File: config.mk
export PLATFORM = sky130hd
export DESIGN_NAME = dcache_ctrl_flat
export DESIGN_NICKNAME = d
export VERILOG_FILES = /design/src/rtl/dcache_ctrl_if.sv /design/src/rtl/dcache_ctrl.sv /design/src/flat_wrapper.sv
export SDC_FILE = /design/constraint.sdc
export NUM_CORES = 1
export LEC_CHECK = 0
export BUFFER_PORTS_ARGS = -buffer_cell sky130_fd_sc_hd__buf_2
export CAP_MARGIN = 20
export CORE_AREA = 2 2 504 506
export CTS_BUF_LIST = sky130_fd_sc_hd__clkbuf_4 sky130_fd_sc_hd__clkbuf_8
export DETAILED_ROUTE_END_ITERATION = 16
export DIE_AREA = 0 0 506 508
export PLACE_DENSITY = 0.33
export SLEW_MARGIN = 20
export SYNTH_ARGS = -nofsm -noshare
export SYNTH_HDL_FRONTEND = slang
export SYNTH_SLANG_ARGS = --single-unit
File: constraint.sdc
create_clock -name clk_i -period 4.1 [get_ports clk_i]
set_input_delay 0.41 -clock clk_i [delete_from_list [all_inputs] [get_ports clk_i]]
set_output_delay 0.41 -clock clk_i [all_outputs]
set_load 0.1 [all_outputs]
File: src/rtl/dcache_ctrl_if.sv
// Bus bundles for the data-cache miss controller: CPU access port, cache-group
// command port and memory line port. The controller is slave on cpu, master on cache/mem.
interface dcache_cpu_if #(parameter int ADDR_W = 32);
  logic              cpu_req;
  logic              cpu_we;
  logic [ADDR_W-1:0] cpu_addr;
  logic [31:0]       cpu_wdata;
  logic [3:0]        cpu_be;
  logic [31:0]       cpu_rdata;
  logic              cpu_ready;

  modport master (output cpu_req, cpu_we, cpu_addr, cpu_wdata, cpu_be,
                  input  cpu_rdata, cpu_ready);
  modport slave  (input  cpu_req, cpu_we, cpu_addr, cpu_wdata, cpu_be,
                  output cpu_rdata, cpu_ready);
endinterface

interface dcache_cache_if #(parameter int ADDR_W = 32, parameter int LINE_W = 256);
  logic              cache_enable;
  logic              cache_compare;
  logic              cache_read;
  logic [ADDR_W-1:0] cache_address;
  logic [31:0]       cache_data_in;
  logic [3:0]        cache_byte_w_en;
  logic [LINE_W-1:0] cache_data_line_in;
  logic              cache_hit;
  logic              cache_dirty;
  logic              cache_valid;
  logic [31:0]       cache_data_out;
  logic [ADDR_W-1:0] cache_address_out;
  logic [LINE_W-1:0] cache_data_line_out;

  modport master (output cache_enable, cache_compare, cache_read, cache_address,
                         cache_data_in, cache_byte_w_en, cache_data_line_in,
                  input  cache_hit, cache_dirty, cache_valid, cache_data_out,
                         cache_address_out, cache_data_line_out);
  modport slave  (input  cache_enable, cache_compare, cache_read, cache_address,
                         cache_data_in, cache_byte_w_en, cache_data_line_in,
                  output cache_hit, cache_dirty, cache_valid, cache_data_out,
                         cache_address_out, cache_data_line_out);
endinterface

interface dcache_mem_if #(parameter int ADDR_W = 32, parameter int LINE_W = 256);
  logic              mem_req;
  logic              mem_we;
  logic [ADDR_W-1:0] mem_addr;
  logic [LINE_W-1:0] mem_wline;
  logic [LINE_W-1:0] mem_rline;
  logic              mem_ack;

  modport master (output mem_req, mem_we, mem_addr, mem_wline,
                  input  mem_rline, mem_ack);
  modport slave  (input  mem_req, mem_we, mem_addr, mem_wline,
                  output mem_rline, mem_ack);
endinterface

File: src/rtl/dcache_ctrl.sv
// Write-back / write-allocate miss controller for the 2-way data cache group.
// Optional hit/miss statistics counters are enabled with `define DCACHE_STATS_EN.
module dcache_ctrl #(
  parameter int ADDR_W   = 32,
  parameter int LINE_W   = 256,
  parameter int OFFSET_W = 5
) (
  input  logic           clk_i,
  input  logic           rst_ni,
  dcache_cpu_if.slave    cpu,
  dcache_cache_if.master cache,
  dcache_mem_if.master   mem
`ifdef DCACHE_STATS_EN
  ,
  output logic [31:0]    hit_cnt_o,
  output logic [31:0]    miss_cnt_o
`endif
);

  typedef enum logic [2:0] {
    IDLE   = 3'd0,
    LOOKUP = 3'd1,
    VICTIM = 3'd2,
    WB     = 3'd3,
    FILL   = 3'd4,
    REFILL = 3'd5,
    RESP   = 3'd6
  } state_e;

  state_e            state_q, state_d;
  logic              we_q, we_d;
  logic [ADDR_W-1:0] addr_q, addr_d;
  logic [31:0]       wdata_q, wdata_d;
  logic [3:0]        be_q, be_d;
  logic [ADDR_W-1:0] victim_addr_q, victim_addr_d;
  logic [LINE_W-1:0] victim_line_q, victim_line_d;
  logic [LINE_W-1:0] fill_line_q, fill_line_d;
  logic [31:0]       rdata_q, rdata_d;
  logic              ready_q, ready_d;
  logic              enable_q, enable_d;
  logic              compare_q, compare_d;
  logic              read_q, read_d;
  logic              mem_req_q, mem_req_d;
  logic              mem_we_q, mem_we_d;
  logic [ADDR_W-1:0] mem_addr_q, mem_addr_d;

  // Next state, request/victim/refill latches, and output values for the state being entered
  always_comb begin
    state_d       = state_q;
    we_d          = we_q;
    addr_d        = addr_q;
    wdata_d       = wdata_q;
    be_d          = be_q;
    victim_addr_d = victim_addr_q;
    victim_line_d = victim_line_q;
    fill_line_d   = fill_line_q;
    rdata_d       = rdata_q;
    ready_d       = 1'b0;
    enable_d      = 1'b0;
    compare_d     = 1'b0;
    read_d        = 1'b0;
    mem_req_d     = 1'b0;
    mem_we_d      = 1'b0;
    mem_addr_d    = mem_addr_q;

    case (state_q)
      IDLE: begin
        if (cpu.cpu_req) begin
          we_d    = cpu.cpu_we;
          addr_d  = cpu.cpu_addr;
          wdata_d = cpu.cpu_wdata;
          be_d    = cpu.cpu_be;
          state_d = LOOKUP;
        end else begin
          state_d = IDLE;
        end
      end
      LOOKUP: begin
        if (cache.cache_hit) begin
          if (!we_q) begin
            rdata_d = cache.cache_data_out;
          end else begin
            rdata_d = rdata_q;
          end
          state_d = RESP;
        end else begin
          state_d = VICTIM;
        end
      end
      VICTIM: begin
        victim_addr_d = cache.cache_address_out;
        victim_line_d = cache.cache_data_line_out;
        if (cache.cache_valid && cache.cache_dirty) begin
          state_d = WB;
        end else begin
          state_d = FILL;
        end
      end
      WB: begin
        if (mem.mem_ack) begin
          state_d = FILL;
        end else begin
          state_d = WB;
        end
      end
      FILL: begin
        if (mem.mem_ack) begin
          fill_line_d = mem.mem_rline;
          state_d     = REFILL;
        end else begin
          state_d = FILL;
        end
      end
      REFILL:  state_d = LOOKUP;
      RESP:    state_d = IDLE;
      default: state_d = IDLE;
    endcase

    // Outputs are computed for the upcoming state so they leave the flops glitch-free
    case (state_d)
      LOOKUP: begin
        enable_d  = 1'b1;
        compare_d = 1'b1;
        read_d    = ~we_d;
      end
      VICTIM: begin
        enable_d = 1'b1;
        read_d   = 1'b1;
      end
      WB: begin
        mem_req_d  = 1'b1;
        mem_we_d   = 1'b1;
        mem_addr_d = victim_addr_d;
      end
      FILL: begin
        mem_req_d  = 1'b1;
        mem_addr_d = {addr_d[ADDR_W-1:OFFSET_W], {OFFSET_W{1'b0}}};
      end
      REFILL:  enable_d = 1'b1;
      RESP:    ready_d  = 1'b1;
      default: ready_d  = 1'b0;
    endcase
  end

  // Controller state and all registered outputs; reset drops mem_req immediately
  always_ff @(posedge clk_i or negedge rst_ni) begin
    if (!rst_ni) begin
      state_q       <= IDLE;
      we_q          <= 1'b0;
      addr_q        <= {ADDR_W{1'b0}};
      wdata_q       <= 32'd0;
      be_q          <= 4'd0;
      victim_addr_q <= {ADDR_W{1'b0}};
      victim_line_q <= {LINE_W{1'b0}};
      fill_line_q   <= {LINE_W{1'b0}};
      rdata_q       <= 32'd0;
      ready_q       <= 1'b0;
      enable_q      <= 1'b0;
      compare_q     <= 1'b0;
      read_q        <= 1'b0;
      mem_req_q     <= 1'b0;
      mem_we_q      <= 1'b0;
      mem_addr_q    <= {ADDR_W{1'b0}};
    end else begin
      state_q       <= state_d;
      we_q          <= we_d;
      addr_q        <= addr_d;
      wdata_q       <= wdata_d;
      be_q          <= be_d;
      victim_addr_q <= victim_addr_d;
      victim_line_q <= victim_line_d;
      fill_line_q   <= fill_line_d;
      rdata_q       <= rdata_d;
      ready_q       <= ready_d;
      enable_q      <= enable_d;
      compare_q     <= compare_d;
      read_q        <= read_d;
      mem_req_q     <= mem_req_d;
      mem_we_q      <= mem_we_d;
      mem_addr_q    <= mem_addr_d;
    end
  end

  assign cpu.cpu_rdata            = rdata_q;
  assign cpu.cpu_ready            = ready_q;
  assign cache.cache_enable       = enable_q;
  assign cache.cache_compare      = compare_q;
  assign cache.cache_read         = read_q;
  assign cache.cache_address      = addr_q;
  assign cache.cache_data_in      = wdata_q;
  assign cache.cache_byte_w_en    = be_q;
  assign cache.cache_data_line_in = fill_line_q;
  assign mem.mem_req              = mem_req_q;
  assign mem.mem_we               = mem_we_q;
  assign mem.mem_addr             = mem_addr_q;
  assign mem.mem_wline            = victim_line_q;

`ifdef DCACHE_STATS_EN
  logic        retry_q;
  logic [31:0] hit_cnt_q;
  logic [31:0] miss_cnt_q;

  // Classify each access once, on its first LOOKUP; the post-refill retry is skipped
  always_ff @(posedge clk_i or negedge rst_ni) begin
    if (!rst_ni) begin
      retry_q    <= 1'b0;
      hit_cnt_q  <= 32'd0;
      miss_cnt_q <= 32'd0;
    end else begin
      if (state_q == REFILL) begin
        retry_q <= 1'b1;
      end else if (state_q == IDLE) begin
        retry_q <= 1'b0;
      end else begin
        retry_q <= retry_q;
      end
      if ((state_q == LOOKUP) && !retry_q) begin
        if (cache.cache_hit) begin
          hit_cnt_q <= hit_cnt_q + 32'd1;
        end else begin
          miss_cnt_q <= miss_cnt_q + 32'd1;
        end
      end else begin
        hit_cnt_q  <= hit_cnt_q;
        miss_cnt_q <= miss_cnt_q;
      end
    end
  end

  assign hit_cnt_o  = hit_cnt_q;
  assign miss_cnt_o = miss_cnt_q;
`endif

endmodule

File: src/flat_wrapper.sv
// flat-port wrapper written by rule: the top's interface ports become plain ports
module dcache_ctrl_flat 
#(
  parameter int ADDR_W   = 32,
  parameter int LINE_W   = 256,
  parameter int OFFSET_W = 5
)
  (clk_i, rst_ni, cpu_cpu_req, cpu_cpu_we, cpu_cpu_addr, cpu_cpu_wdata, cpu_cpu_be, cpu_cpu_rdata, cpu_cpu_ready, cache_cache_enable, cache_cache_compare, cache_cache_read, cache_cache_address, cache_cache_data_in, cache_cache_byte_w_en, cache_cache_data_line_in, cache_cache_hit, cache_cache_dirty, cache_cache_valid, cache_cache_data_out, cache_cache_address_out, cache_cache_data_line_out, mem_mem_req, mem_mem_we, mem_mem_addr, mem_mem_wline, mem_mem_rline, mem_mem_ack);
  dcache_cpu_if #(.ADDR_W(ADDR_W)) cpu_i ();
  dcache_cache_if #(.ADDR_W(ADDR_W), .LINE_W(LINE_W)) cache_i ();
  dcache_mem_if #(.ADDR_W(ADDR_W), .LINE_W(LINE_W)) mem_i ();
  input  logic clk_i;
  input  logic rst_ni;
  input wire logic [$bits(cpu_i.cpu_req)-1:0] cpu_cpu_req;
  input wire logic [$bits(cpu_i.cpu_we)-1:0] cpu_cpu_we;
  input wire logic [$bits(cpu_i.cpu_addr)-1:0] cpu_cpu_addr;
  input wire logic [$bits(cpu_i.cpu_wdata)-1:0] cpu_cpu_wdata;
  input wire logic [$bits(cpu_i.cpu_be)-1:0] cpu_cpu_be;
  output wire logic [$bits(cpu_i.cpu_rdata)-1:0] cpu_cpu_rdata;
  output wire logic [$bits(cpu_i.cpu_ready)-1:0] cpu_cpu_ready;
  output wire logic [$bits(cache_i.cache_enable)-1:0] cache_cache_enable;
  output wire logic [$bits(cache_i.cache_compare)-1:0] cache_cache_compare;
  output wire logic [$bits(cache_i.cache_read)-1:0] cache_cache_read;
  output wire logic [$bits(cache_i.cache_address)-1:0] cache_cache_address;
  output wire logic [$bits(cache_i.cache_data_in)-1:0] cache_cache_data_in;
  output wire logic [$bits(cache_i.cache_byte_w_en)-1:0] cache_cache_byte_w_en;
  output wire logic [$bits(cache_i.cache_data_line_in)-1:0] cache_cache_data_line_in;
  input wire logic [$bits(cache_i.cache_hit)-1:0] cache_cache_hit;
  input wire logic [$bits(cache_i.cache_dirty)-1:0] cache_cache_dirty;
  input wire logic [$bits(cache_i.cache_valid)-1:0] cache_cache_valid;
  input wire logic [$bits(cache_i.cache_data_out)-1:0] cache_cache_data_out;
  input wire logic [$bits(cache_i.cache_address_out)-1:0] cache_cache_address_out;
  input wire logic [$bits(cache_i.cache_data_line_out)-1:0] cache_cache_data_line_out;
  output wire logic [$bits(mem_i.mem_req)-1:0] mem_mem_req;
  output wire logic [$bits(mem_i.mem_we)-1:0] mem_mem_we;
  output wire logic [$bits(mem_i.mem_addr)-1:0] mem_mem_addr;
  output wire logic [$bits(mem_i.mem_wline)-1:0] mem_mem_wline;
  input wire logic [$bits(mem_i.mem_rline)-1:0] mem_mem_rline;
  input wire logic [$bits(mem_i.mem_ack)-1:0] mem_mem_ack;
  assign cpu_i.cpu_req = cpu_cpu_req;
  assign cpu_i.cpu_we = cpu_cpu_we;
  assign cpu_i.cpu_addr = cpu_cpu_addr;
  assign cpu_i.cpu_wdata = cpu_cpu_wdata;
  assign cpu_i.cpu_be = cpu_cpu_be;
  assign cpu_cpu_rdata = cpu_i.cpu_rdata;
  assign cpu_cpu_ready = cpu_i.cpu_ready;
  assign cache_cache_enable = cache_i.cache_enable;
  assign cache_cache_compare = cache_i.cache_compare;
  assign cache_cache_read = cache_i.cache_read;
  assign cache_cache_address = cache_i.cache_address;
  assign cache_cache_data_in = cache_i.cache_data_in;
  assign cache_cache_byte_w_en = cache_i.cache_byte_w_en;
  assign cache_cache_data_line_in = cache_i.cache_data_line_in;
  assign cache_i.cache_hit = cache_cache_hit;
  assign cache_i.cache_dirty = cache_cache_dirty;
  assign cache_i.cache_valid = cache_cache_valid;
  assign cache_i.cache_data_out = cache_cache_data_out;
  assign cache_i.cache_address_out = cache_cache_address_out;
  assign cache_i.cache_data_line_out = cache_cache_data_line_out;
  assign mem_mem_req = mem_i.mem_req;
  assign mem_mem_we = mem_i.mem_we;
  assign mem_mem_addr = mem_i.mem_addr;
  assign mem_mem_wline = mem_i.mem_wline;
  assign mem_i.mem_rline = mem_mem_rline;
  assign mem_i.mem_ack = mem_mem_ack;
  dcache_ctrl #(.ADDR_W(ADDR_W), .LINE_W(LINE_W), .OFFSET_W(OFFSET_W)) u_core (.clk_i(clk_i), .rst_ni(rst_ni), .cpu(cpu_i), .cache(cache_i), .mem(mem_i));
endmodule
==> results of run 1 <==
[cells by family (layout without fill, tap and decap cells)]
logic type / after synthesis / after routing / synth area share (%)
mux: 658 / 658 / 28.5
simple gates: 52 / 52 / 1.29
other cells: 0 / 44 / 0
buf+inv: 85 / 2263 / 2.23
flops: 686 / 686 / 66.1
compound gates: 50 / 50 / 1.86
[cell usage after synthesis (2+ instances only)]
cell,count
mux2i_1,9
nand2b_1,2
clkbuf_1,5
or3_1,17
mux2_2,643
o221a_2,16
mux2_1,6
buf_6,2
dfrtp_1,686
nand2_1,3
buf_4,60
nor2_1,16
o2bb2ai_1,8
a21oi_1,3
a22o_1,5
nor2b_1,3
a21bo_2,8
buf_2,16
[worst max path at each step]
| stage | start | endpoint | slack (ns) | depth (start not counted) |
|---|---|---|---|---|
| after floorplan | u_core.state_q[2] | u_core.mem.mem_addr[5] | 2.30 | 6 |
| after global placement | u_core.state_q[1] | u_core.mem.mem_addr[7] | 1.43 | 5 |
| after detailed placement | u_core.state_q[1] | u_core.mem.mem_addr[7] | 1.40 | 5 |
| after CTS | u_core.state_q[1] | u_core.mem.mem_addr[7] | 1.29 | 5 |
| after global routing | u_core.state_q[1] | u_core.mem.mem_addr[7] | 1.20 | 5 |
| final | u_core.state_q[1] | u_core.mem.mem_addr[6] | 1.38 | 5 |
[state kept, by name (all words and copies together) (netlist names)]
signal / count
u_core.cpu.cpu_ready: 1
u_core.cache.cache_data_line_in: 256
u_core.cpu.cpu_rdata: 32
u_core.victim_addr_q: 32
u_core.cache.cache_compare: 1
u_core.cache.cache_enable: 1
u_core.cache.cache_byte_w_en: 4
u_core.cache.cache_address: 32
u_core.cache.cache_read: 1
u_core.mem.mem_addr: 32
u_core.cache.cache_data_in: 32
u_core.state_q: 3
u_core.mem.mem_wline: 256
u_core.mem.mem_we: 1
u_core.we_q: 1
u_core.mem.mem_req: 1
[final cells by class]
type	count	area [sq um]	share of cell area, %
diodes	44	110	0.236
clock buffers	230	2920	6.26
flip-flops and latches	686	17200	36.8
well taps	3366	4210	9.02
clock inverters	43	522	1.12
inverters	2	7.51	0.0161
repair buffers	1988	13500	28.9
multi-input cells	760	8250	17.7
[repair_timing]
item,CTS,global route
endpoints found under the hold margin,795,0
hold buffers,654,0
gates resized for setup,0,0
[tightest hold or removal path, stage by stage]
cell and delay, ns:
dlygate4sd3_1 0.52, buf_2 0.09, mux2_2 0.12
[routing by layer]
| metal | part of all wire (%) | wire length (um) | vias to the layer above |
|---|---|---|---|
| met4 | 3.1 | 5270 | 72 |
| met2 | 49 | 83600 | 1144 |
| met3 | 9.7 | 16700 | 323 |
| li1 | - | - | 9719 |
| met1 | 38 | 65700 | 10800 |
| met5 | 0.26 | 442 | - |
[per-stage QoR]
step	hold slack, ns	instances	area [sq um]	worst slack (ns)
6_report	0.248	7119	46700	1.38
5_1_grt	0.0921	7094	46600	1.20
4_1_cts	0.00963	7075	46600	1.29
3_5_place_dp	0.474	6148	36600	1.40
3_3_place_gp	0.474	6148	36600	1.43
2_1_floorplan	0.114	1531	26000	2.30
==> report_table.html, run 1 <==
<table>
<tr><th>Metric</th><th>Value</th></tr>
<tr><th colspan="2">Status</th></tr>
<tr><td>Result of the run</td><td>finished clean</td></tr>
<tr><th colspan="2">Timing</th></tr>
<tr><td>Slew at the pin closest to its max-slew limit</td><td>roughly 1.1 ns</td></tr>
<tr><td>Final Cycle Share</td><td>around two thirds</td></tr>
<tr><td># setup viols final</td><td>0</td></tr>
<tr><td>Setup TNS</td><td>0 ns</td></tr>
<tr><td>Headroom to the max-slew limit</td><td>between 20% and 30%</td></tr>
<tr><td>Final count of pins violating max slew</td><td>0</td></tr>
<tr><td>Count of final hold-check violations</td><td>0</td></tr>
<tr><td>Shortest period the worst path allows</td><td>2.72 ns</td></tr>
<tr><td>Worst-case clock skew</td><td>0.0709 ns</td></tr>
<tr><td>Top achievable clock speed</td><td>0.368 GHz</td></tr>
<tr><td>Unrepaired setup endpoints after global routing</td><td>no</td></tr>
<tr><th colspan="2">Drt</th></tr>
<tr><td>Sum of routed wire length over all layers</td><td>172 mm</td></tr>
<tr><td>Antenna viol nets, final</td><td>0</td></tr>
<tr><td>Routed length per placed instance</td><td>24.1 um</td></tr>
<tr><td>Initial DRC Count</td><td>844</td></tr>
<tr><td>Vias</td><td>22100</td></tr>
<tr><td>Vias/cell</td><td>3.10</td></tr>
<tr><td>DRC violations left</td><td>0</td></tr>
<tr><td>Pre-Repair DR Iteration Count</td><td>5</td></tr>
<tr><th colspan="2">Worst setup path</th></tr>
<tr><td>Type of origin of the critical path</td><td>register</td></tr>
<tr><td>Cells along the critical path</td><td>nand2b_1, nor2_4, buf_12, mux2_2, o221a_2</td></tr>
<tr><td>Sort of element at the end of the critical path</td><td>register</td></tr>
<tr><td>Number of cells on the worst reg-to-reg path</td><td>5</td></tr>
<tr><td>Maximum fanout along the worst path</td><td>57</td></tr>
<tr><td>Reg-to-Reg Start</td><td>u_core.state_q[1]</td></tr>
<tr><td>Critical path data arrival time</td><td>3.48 ns</td></tr>
<tr><td>Startpoint-to-endpoint class of the critical path</td><td>register to register</td></tr>
<tr><td>Worst flop-to-flop path endpoint</td><td>u_core.mem.mem_addr[6]</td></tr>
<tr><td>Number of buffer and inverter instances along the worst setup path</td><td>1</td></tr>
<tr><td>Top delay family on crit path</td><td>simple AND/OR/NAND/NOR gates</td></tr>
<tr><td>Reg2reg setup slack</td><td>1.38 ns</td></tr>
<tr><td>Worst Path Required</td><td>4.87 ns</td></tr>
<tr><td>Peak per-stage delay on the critical path</td><td>0.69 ns</td></tr>
<tr><td>Crit-path slowest cell</td><td>dfrtp_1</td></tr>
<tr><th colspan="2">Synthesis</th></tr>
<tr><td>Main area contributors after synthesis</td><td>dfrtp_1 (66%), mux2_2 (28%), buf_4 (1.7%)</td></tr>
<tr><td>Cell accounting for the most synthesized area</td><td>dfrtp_1</td></tr>
<tr><td>Share of synthesized area occupied by flip-flops and latches</td><td>66.1%</td></tr>
<tr><td>Combined area of all synthesized cells</td><td>between 20000 and 30000 sq um</td></tr>
<tr><td>Number of distinct standard cells referenced by the synthesized netlist</td><td>41</td></tr>
<tr><td>Cell count after synthesis</td><td>1531</td></tr>
<tr><td>Syn_area_per_cell</td><td>between 15 and 20 sq um</td></tr>
<tr><td>EDFF count, synth</td><td>0</td></tr>
<tr><td>Syn Nets</td><td>2183</td></tr>
<tr><td>Top cell type's share of synthesized area</td><td>66.1%</td></tr>
<tr><td>Number of warnings issued by yosys</td><td>0</td></tr>
<tr><td>Fraction of registers with async set/reset</td><td>100%</td></tr>
<tr><td>Commonest register cell after synthesis</td><td>dfrtp_1</td></tr>
<tr><td>Synthesis-stage register bit count</td><td>about 700</td></tr>
<tr><th colspan="2">Place</th></tr>
<tr><td>GPL Wtd Cong</td><td>0.830</td></tr>
<tr><td>Port Buf Inserts</td><td>1301</td></tr>
<tr><td>Detailed placement HPWL</td><td>between 100 and 150 mm</td></tr>
<tr><th colspan="2">GRT</th></tr>
<tr><td>Overall global routing resource usage</td><td>between 10% and 20%</td></tr>
<tr><td>Met1 capacity usage during global routing</td><td>14.4%</td></tr>
<tr><td>Met3 Track Usage GR</td><td>5.78%</td></tr>
<tr><td>Largest net degree at the start of global routing</td><td>around 120</td></tr>
<tr><td>Antenna violations before repair</td><td>approximately 130</td></tr>
<tr><td>Global-route wire length before repair</td><td>approximately 220 mm</td></tr>
<tr><td>Remaining global-route overflow</td><td>0</td></tr>
<tr><td>Most congested layer reported by global routing</td><td>met2</td></tr>
<tr><td>Via count of the first global-routing pass</td><td>24100</td></tr>
<tr><td>Met2 global-route usage</td><td>22.2%</td></tr>
<tr><th colspan="2">Layout</th></tr>
<tr><td>Layout cell share with drive strength beyond 1</td><td>61.7%</td></tr>
<tr><td>Fill count</td><td>~28000</td></tr>
<tr><td>Nets@finish</td><td>4241</td></tr>
<tr><td>Util after Layout</td><td>18.5%</td></tr>
<tr><td>Most frequent standard cell in the layout excluding fill and tap cells</td><td>buf_2</td></tr>
<tr><td>Area Overhead vs Synth</td><td>79.8%</td></tr>
<tr><td>Most used cells in the layout excluding fill and tap cells</td><td>buf_2 (1300), dfrtp_1 (686), dlygate4sd3_1 (654), mux2_2 (643), clkbuf_8 (191)</td></tr>
<tr><th colspan="2">Floorplan</th></tr>
<tr><td>Y dimension of the die</td><td>between 500 and 600 um</td></tr>
<tr><td>Top Ports</td><td>1302</td></tr>
<tr><td>Die Outline Area</td><td>257000 sq um</td></tr>
<tr><td>Initial core utilization</td><td>10.3%</td></tr>
<tr><td>Number of core rows</td><td>185</td></tr>
<tr><td>Width of the chip</td><td>506 um</td></tr>
<tr><td>Core Box Area</td><td>approximately 250000 sq um</td></tr>
<tr><th colspan="2">CTS</th></tr>
<tr><td>Clock Pin Slew Worst Setup and Hold Paths</td><td>0.06 ns</td></tr>
<tr><td>Post-CTS setup-driven buffer insertion count</td><td>0</td></tr>
<tr><td>TritonCTS buffer count</td><td>around 150</td></tr>
<tr><td>Clock Tree Root</td><td>clkbuf_8</td></tr>
<tr><td>Clock tree buffer depth</td><td>3</td></tr>
<tr><td>H-tree depth reported by CTS</td><td>4</td></tr>
<tr><td>CTS tree</td><td>built</td></tr>
<tr><td>Later-pin clock latency in the skew report</td><td>around 0.92 ns</td></tr>
<tr><td>Sinks on the clock net</td><td>686</td></tr>
<tr><th colspan="2">Flow run</th></tr>
<tr><td>Number of max-capacitance violations reported</td><td>0</td></tr>
<tr><th colspan="2">Min path</th></tr>
<tr><td>Source of the worst hold timing path</td><td>mem_mem_rline[12]</td></tr>
<tr><td>Worst Hold Class</td><td>input pin to register</td></tr>
<tr><td>End of the worst hold path</td><td>u_core.cache.cache_data_line_in[12]</td></tr>
<tr><td>Number of stages on the worst hold path</td><td>3</td></tr>
</table>
Power of run 1 is left out: the tool's default activity adds up to more than one toggle a clock period on the data nets, which glitch-free logic cannot reach.
==> run 2, diff against run 1 <==
- clock period: 4.1 -> 2.74 ns (I/O delays scaled with it)
==> run 2 against run 1 <==
Core utilization is 0.28 points higher. Global-route usage hardly changed. Flip-flop and latch count stayed put. Critical path depth stayed put. Design area is 1.5% higher. Non-clock buffer count is 96 higher. Setup slack worse by 1.0 ns. Largest cell class unchanged.
==> report_table.html, run 2 (synthesis gave the netlist of run 1 again) <==
<table>
<tr><th>Metric</th><th>Value</th></tr>
<tr><th colspan="2">Worst setup path</th></tr>
<tr><td>Number of buffer and inverter instances along the worst setup path</td><td>2 (+1)</td></tr>
<tr><td>Sort of element at the end of the critical path</td><td>register</td></tr>
<tr><td>Worst flop-to-flop path endpoint</td><td>u_core.mem.mem_wline[30]</td></tr>
<tr><td>Crit-path slowest cell</td><td>dfrtp_1</td></tr>
<tr><td>Crit path depth</td><td>5 (unchanged)</td></tr>
<tr><td>Launching instance or port of the critical path</td><td>u_core.state_q[1]</td></tr>
<tr><td>Reg-to-Reg Start</td><td>u_core.state_q[1]</td></tr>
<tr><td>Maximum fanout along the worst path</td><td>27 (-53%)</td></tr>
<tr><td>Critical path data arrival time</td><td>3.09 ns (-0.39 ns)</td></tr>
<tr><td>Reg2reg setup slack</td><td>0.39 ns (-1.00 ns)</td></tr>
<tr><td>Startpoint-to-endpoint class of the critical path</td><td>register to register</td></tr>
<tr><td>Worst Path Required</td><td>3.48 ns (-1.39 ns)</td></tr>
<tr><td>Cells along the critical path</td><td>nand2b_1, nor2_4, buf_12, buf_4, mux2_2</td></tr>
<tr><td>Top delay family on crit path</td><td>buffers and inverters</td></tr>
<tr><td>Capturing element of the worst setup path</td><td>u_core.mem.mem_wline[30]</td></tr>
<tr><td>Number of cells on the worst reg-to-reg path</td><td>5 (unchanged)</td></tr>
<tr><td>Peak per-stage delay on the critical path</td><td>0.62 ns (-0.07 ns)</td></tr>
<tr><td>Type of origin of the critical path</td><td>register</td></tr>
<tr><th colspan="2">Drt</th></tr>
<tr><td>Vias/cell</td><td>3.11 (+0.18%)</td></tr>
<tr><td>Initial DRC Count</td><td>777 (-7.9%)</td></tr>
<tr><td>Sum of routed wire length over all layers</td><td>173 mm (+0.56%)</td></tr>
<tr><td>Antenna viol nets, final</td><td>0 (unchanged)</td></tr>
<tr><td>Pre-Repair DR Iteration Count</td><td>4 (-1)</td></tr>
<tr><td>Vias</td><td>22400 (+1.3%)</td></tr>
<tr><td>DRC violations left</td><td>0 (unchanged)</td></tr>
<tr><td>Routed length per placed instance</td><td>24.0 um (-0.51%)</td></tr>
<tr><th colspan="2">Flow run</th></tr>
<tr><td>Number of max-capacitance violations reported</td><td>0 (unchanged)</td></tr>
<tr><th colspan="2">Layout</th></tr>
<tr><td>Most used cells in the layout excluding fill and tap cells</td><td>buf_2 (1300), dlygate4sd3_1 (723), dfrtp_1 (686), mux2_2 (643), clkbuf_8 (180)</td></tr>
<tr><td>Fill count</td><td>27800 (-0.35%)</td></tr>
<tr><td>Area Overhead vs Synth</td><td>82.6%</td></tr>
<tr><td>Nets@finish</td><td>4338 (+2.3%)</td></tr>
<tr><td>Layout cell share with drive strength beyond 1</td><td>60.6% (-1.0 points)</td></tr>
<tr><td>Most frequent standard cell in the layout excluding fill and tap cells</td><td>buf_2</td></tr>
<tr><th colspan="2">Timing</th></tr>
<tr><td>Setup TNS</td><td>0 ns (unchanged)</td></tr>
<tr><td>Unrepaired setup endpoints after global routing</td><td>no</td></tr>
<tr><td>Headroom to the max-slew limit</td><td>34.5% (+6.4 points)</td></tr>
<tr><td>Final count of pins violating max slew</td><td>0 (unchanged)</td></tr>
<tr><td># setup viols final</td><td>0 (unchanged)</td></tr>
<tr><td>Count of final hold-check violations</td><td>0 (unchanged)</td></tr>
<tr><td>Top achievable clock speed</td><td>0.425 GHz (+15%)</td></tr>
<tr><td>Final Cycle Share</td><td>85.9% (+20 points)</td></tr>
<tr><td>Slew at the pin closest to its max-slew limit</td><td>0.976 ns (-0.102 ns)</td></tr>
<tr><td>Worst-case clock skew</td><td>0.0760 ns (+0.00512 ns)</td></tr>
<tr><td>Shortest period the worst path allows</td><td>2.35 ns (-0.363 ns)</td></tr>
<tr><th colspan="2">Place</th></tr>
<tr><td>Port Buf Inserts</td><td>1301 (unchanged)</td></tr>
<tr><td>Detailed placement HPWL</td><td>142 mm (+1.7%)</td></tr>
<tr><td>GPL Wtd Cong</td><td>0.835 (+0.69%)</td></tr>
<tr><th colspan="2">Floorplan</th></tr>
<tr><td>Initial core utilization</td><td>10.3% (unchanged)</td></tr>
<tr><td>Width of the chip</td><td>506 um (unchanged)</td></tr>
<tr><td>Core Box Area</td><td>252000 sq um (unchanged)</td></tr>
<tr><td>Top Ports</td><td>1302 (unchanged)</td></tr>
<tr><td>Number of core rows</td><td>185 (unchanged)</td></tr>
<tr><td>Y dimension of the die</td><td>508 um (unchanged)</td></tr>
<tr><td>Die Outline Area</td><td>257000 sq um (unchanged)</td></tr>
<tr><th colspan="2">CTS</th></tr>
<tr><td>Clock tree buffer depth</td><td>3 (unchanged)</td></tr>
<tr><td>Clock Pin Slew Worst Setup and Hold Paths</td><td>0.06 ns (about the same)</td></tr>
<tr><td>H-tree depth reported by CTS</td><td>4 (unchanged)</td></tr>
<tr><td>Later-pin clock latency in the skew report</td><td>0.89 ns (-0.03 ns)</td></tr>
<tr><td>TritonCTS buffer count</td><td>152 (+0.66%)</td></tr>
<tr><td>CTS tree</td><td>built</td></tr>
<tr><td>Post-CTS setup-driven buffer insertion count</td><td>0 (unchanged)</td></tr>
<tr><td>Sinks on the clock net</td><td>686 (unchanged)</td></tr>
<tr><td>Clock Tree Root</td><td>clkbuf_8</td></tr>
<tr><th colspan="2">GRT</th></tr>
<tr><td>Antenna violations before repair</td><td>127 (-4.5%)</td></tr>
<tr><td>Overall global routing resource usage</td><td>13.0% (+0.040 points)</td></tr>
<tr><td>Remaining global-route overflow</td><td>0 (unchanged)</td></tr>
<tr><td>Largest net degree at the start of global routing</td><td>92 (-25%)</td></tr>
<tr><td>Global-route wire length before repair</td><td>226 mm (+0.85%)</td></tr>
<tr><td>Via count of the first global-routing pass</td><td>24300 (+1.2%)</td></tr>
<tr><th colspan="2">Min path</th></tr>
<tr><td>Worst Hold Class</td><td>input pin to register</td></tr>
<tr><th colspan="2">Status</th></tr>
<tr><td>Result of the run</td><td>finished clean</td></tr>
</table>
run 2: cell count changes in the layout (fill, tap and decap cells not counted), moves of 4 or more:
cell	delta
buf_4	+20
buf_12	+7
clkbuf_8	-11
inv_6	-4
bufinv_16	-5
dlygate4sd3_1	+69
run 2: routing by layer:
metal	up-vias	track usage (%)	routed length [um]
met4	68	3.32	4440
li1	9878	-	-
met5	-	0	434
met1	11000	14.8	67100
met2	1156	22.6	84800
met3	312	5.27	15900
run 2: what timing repair did:
action | CTS | global route
hold buffers | 723 | 0
hold endpoints to repair | 1299 | 0
gates resized for setup | 0 | 0
run 2: layout make-up:
| type | instances | area [sq um] | share of cell area, % |
|---|---|---|---|
| Antenna cell | 41 | 103 | 0.216 |
| Clock buffer | 220 | 2780 | 5.86 |
| Clock inverter | 37 | 405 | 0.855 |
| Inverter | 2 | 7.51 | 0.0158 |
| Multi-Input combinational cell | 760 | 8250 | 17.4 |
| Sequential cell | 686 | 17200 | 36.2 |
| Tap cell | 3366 | 4210 | 8.89 |
| Timing Repair Buffer | 2084 | 14500 | 30.5 |
run 2: worst min-delay path by stage:
| stage | cells after the start | start | end | slack [ns] |
|---|---|---|---|---|
| 2_1_floorplan | 0 | rst_ni | u_core.cache.cache_address[0] | -0.02 |
| 4_1_cts | 3 | cache_cache_data_line_out[72] | u_core.mem.mem_wline[72] | 0.0006 |
| 3_3_place_gp | 1 | rst_ni | u_core.cpu.cpu_rdata[31] | 0.25 |
| 6_report | 3 | cpu_cpu_wdata[13] | u_core.cache.cache_data_in[13] | 0.16 |
| 5_1_grt | 3 | mem_mem_rline[172] | u_core.cache.cache_data_line_in[172] | 0.03 |
| 3_5_place_dp | 1 | rst_ni | u_core.cpu.cpu_rdata[31] | 0.26 |
run 2: worst register-to-register path, delay by kind of cell, from the launching register on:
family | cells | cell delay [ns]
flops | 1 | 0.62
mux | 1 | 0.40
simple gates | 2 | 0.52
buf+inv | 2 | 0.68
run 2: through the flow:
step	cell area [sq um]	utilization, %	std cells	hold slack (ns)	setup WS, ns
floorplan	26000	-	1531	-0.0216	0.936
global placement	36900	14.6	6175	0.254	0.433
detailed placement	36900	14.6	6175	0.258	0.393
CTS	47300	18.7	7155	0.000627	0.364
global route	47300	18.8	7169	0.0297	0.280
finish	47400	18.8	7196	0.157	0.387
Power of run 2 is left out for the same reason.
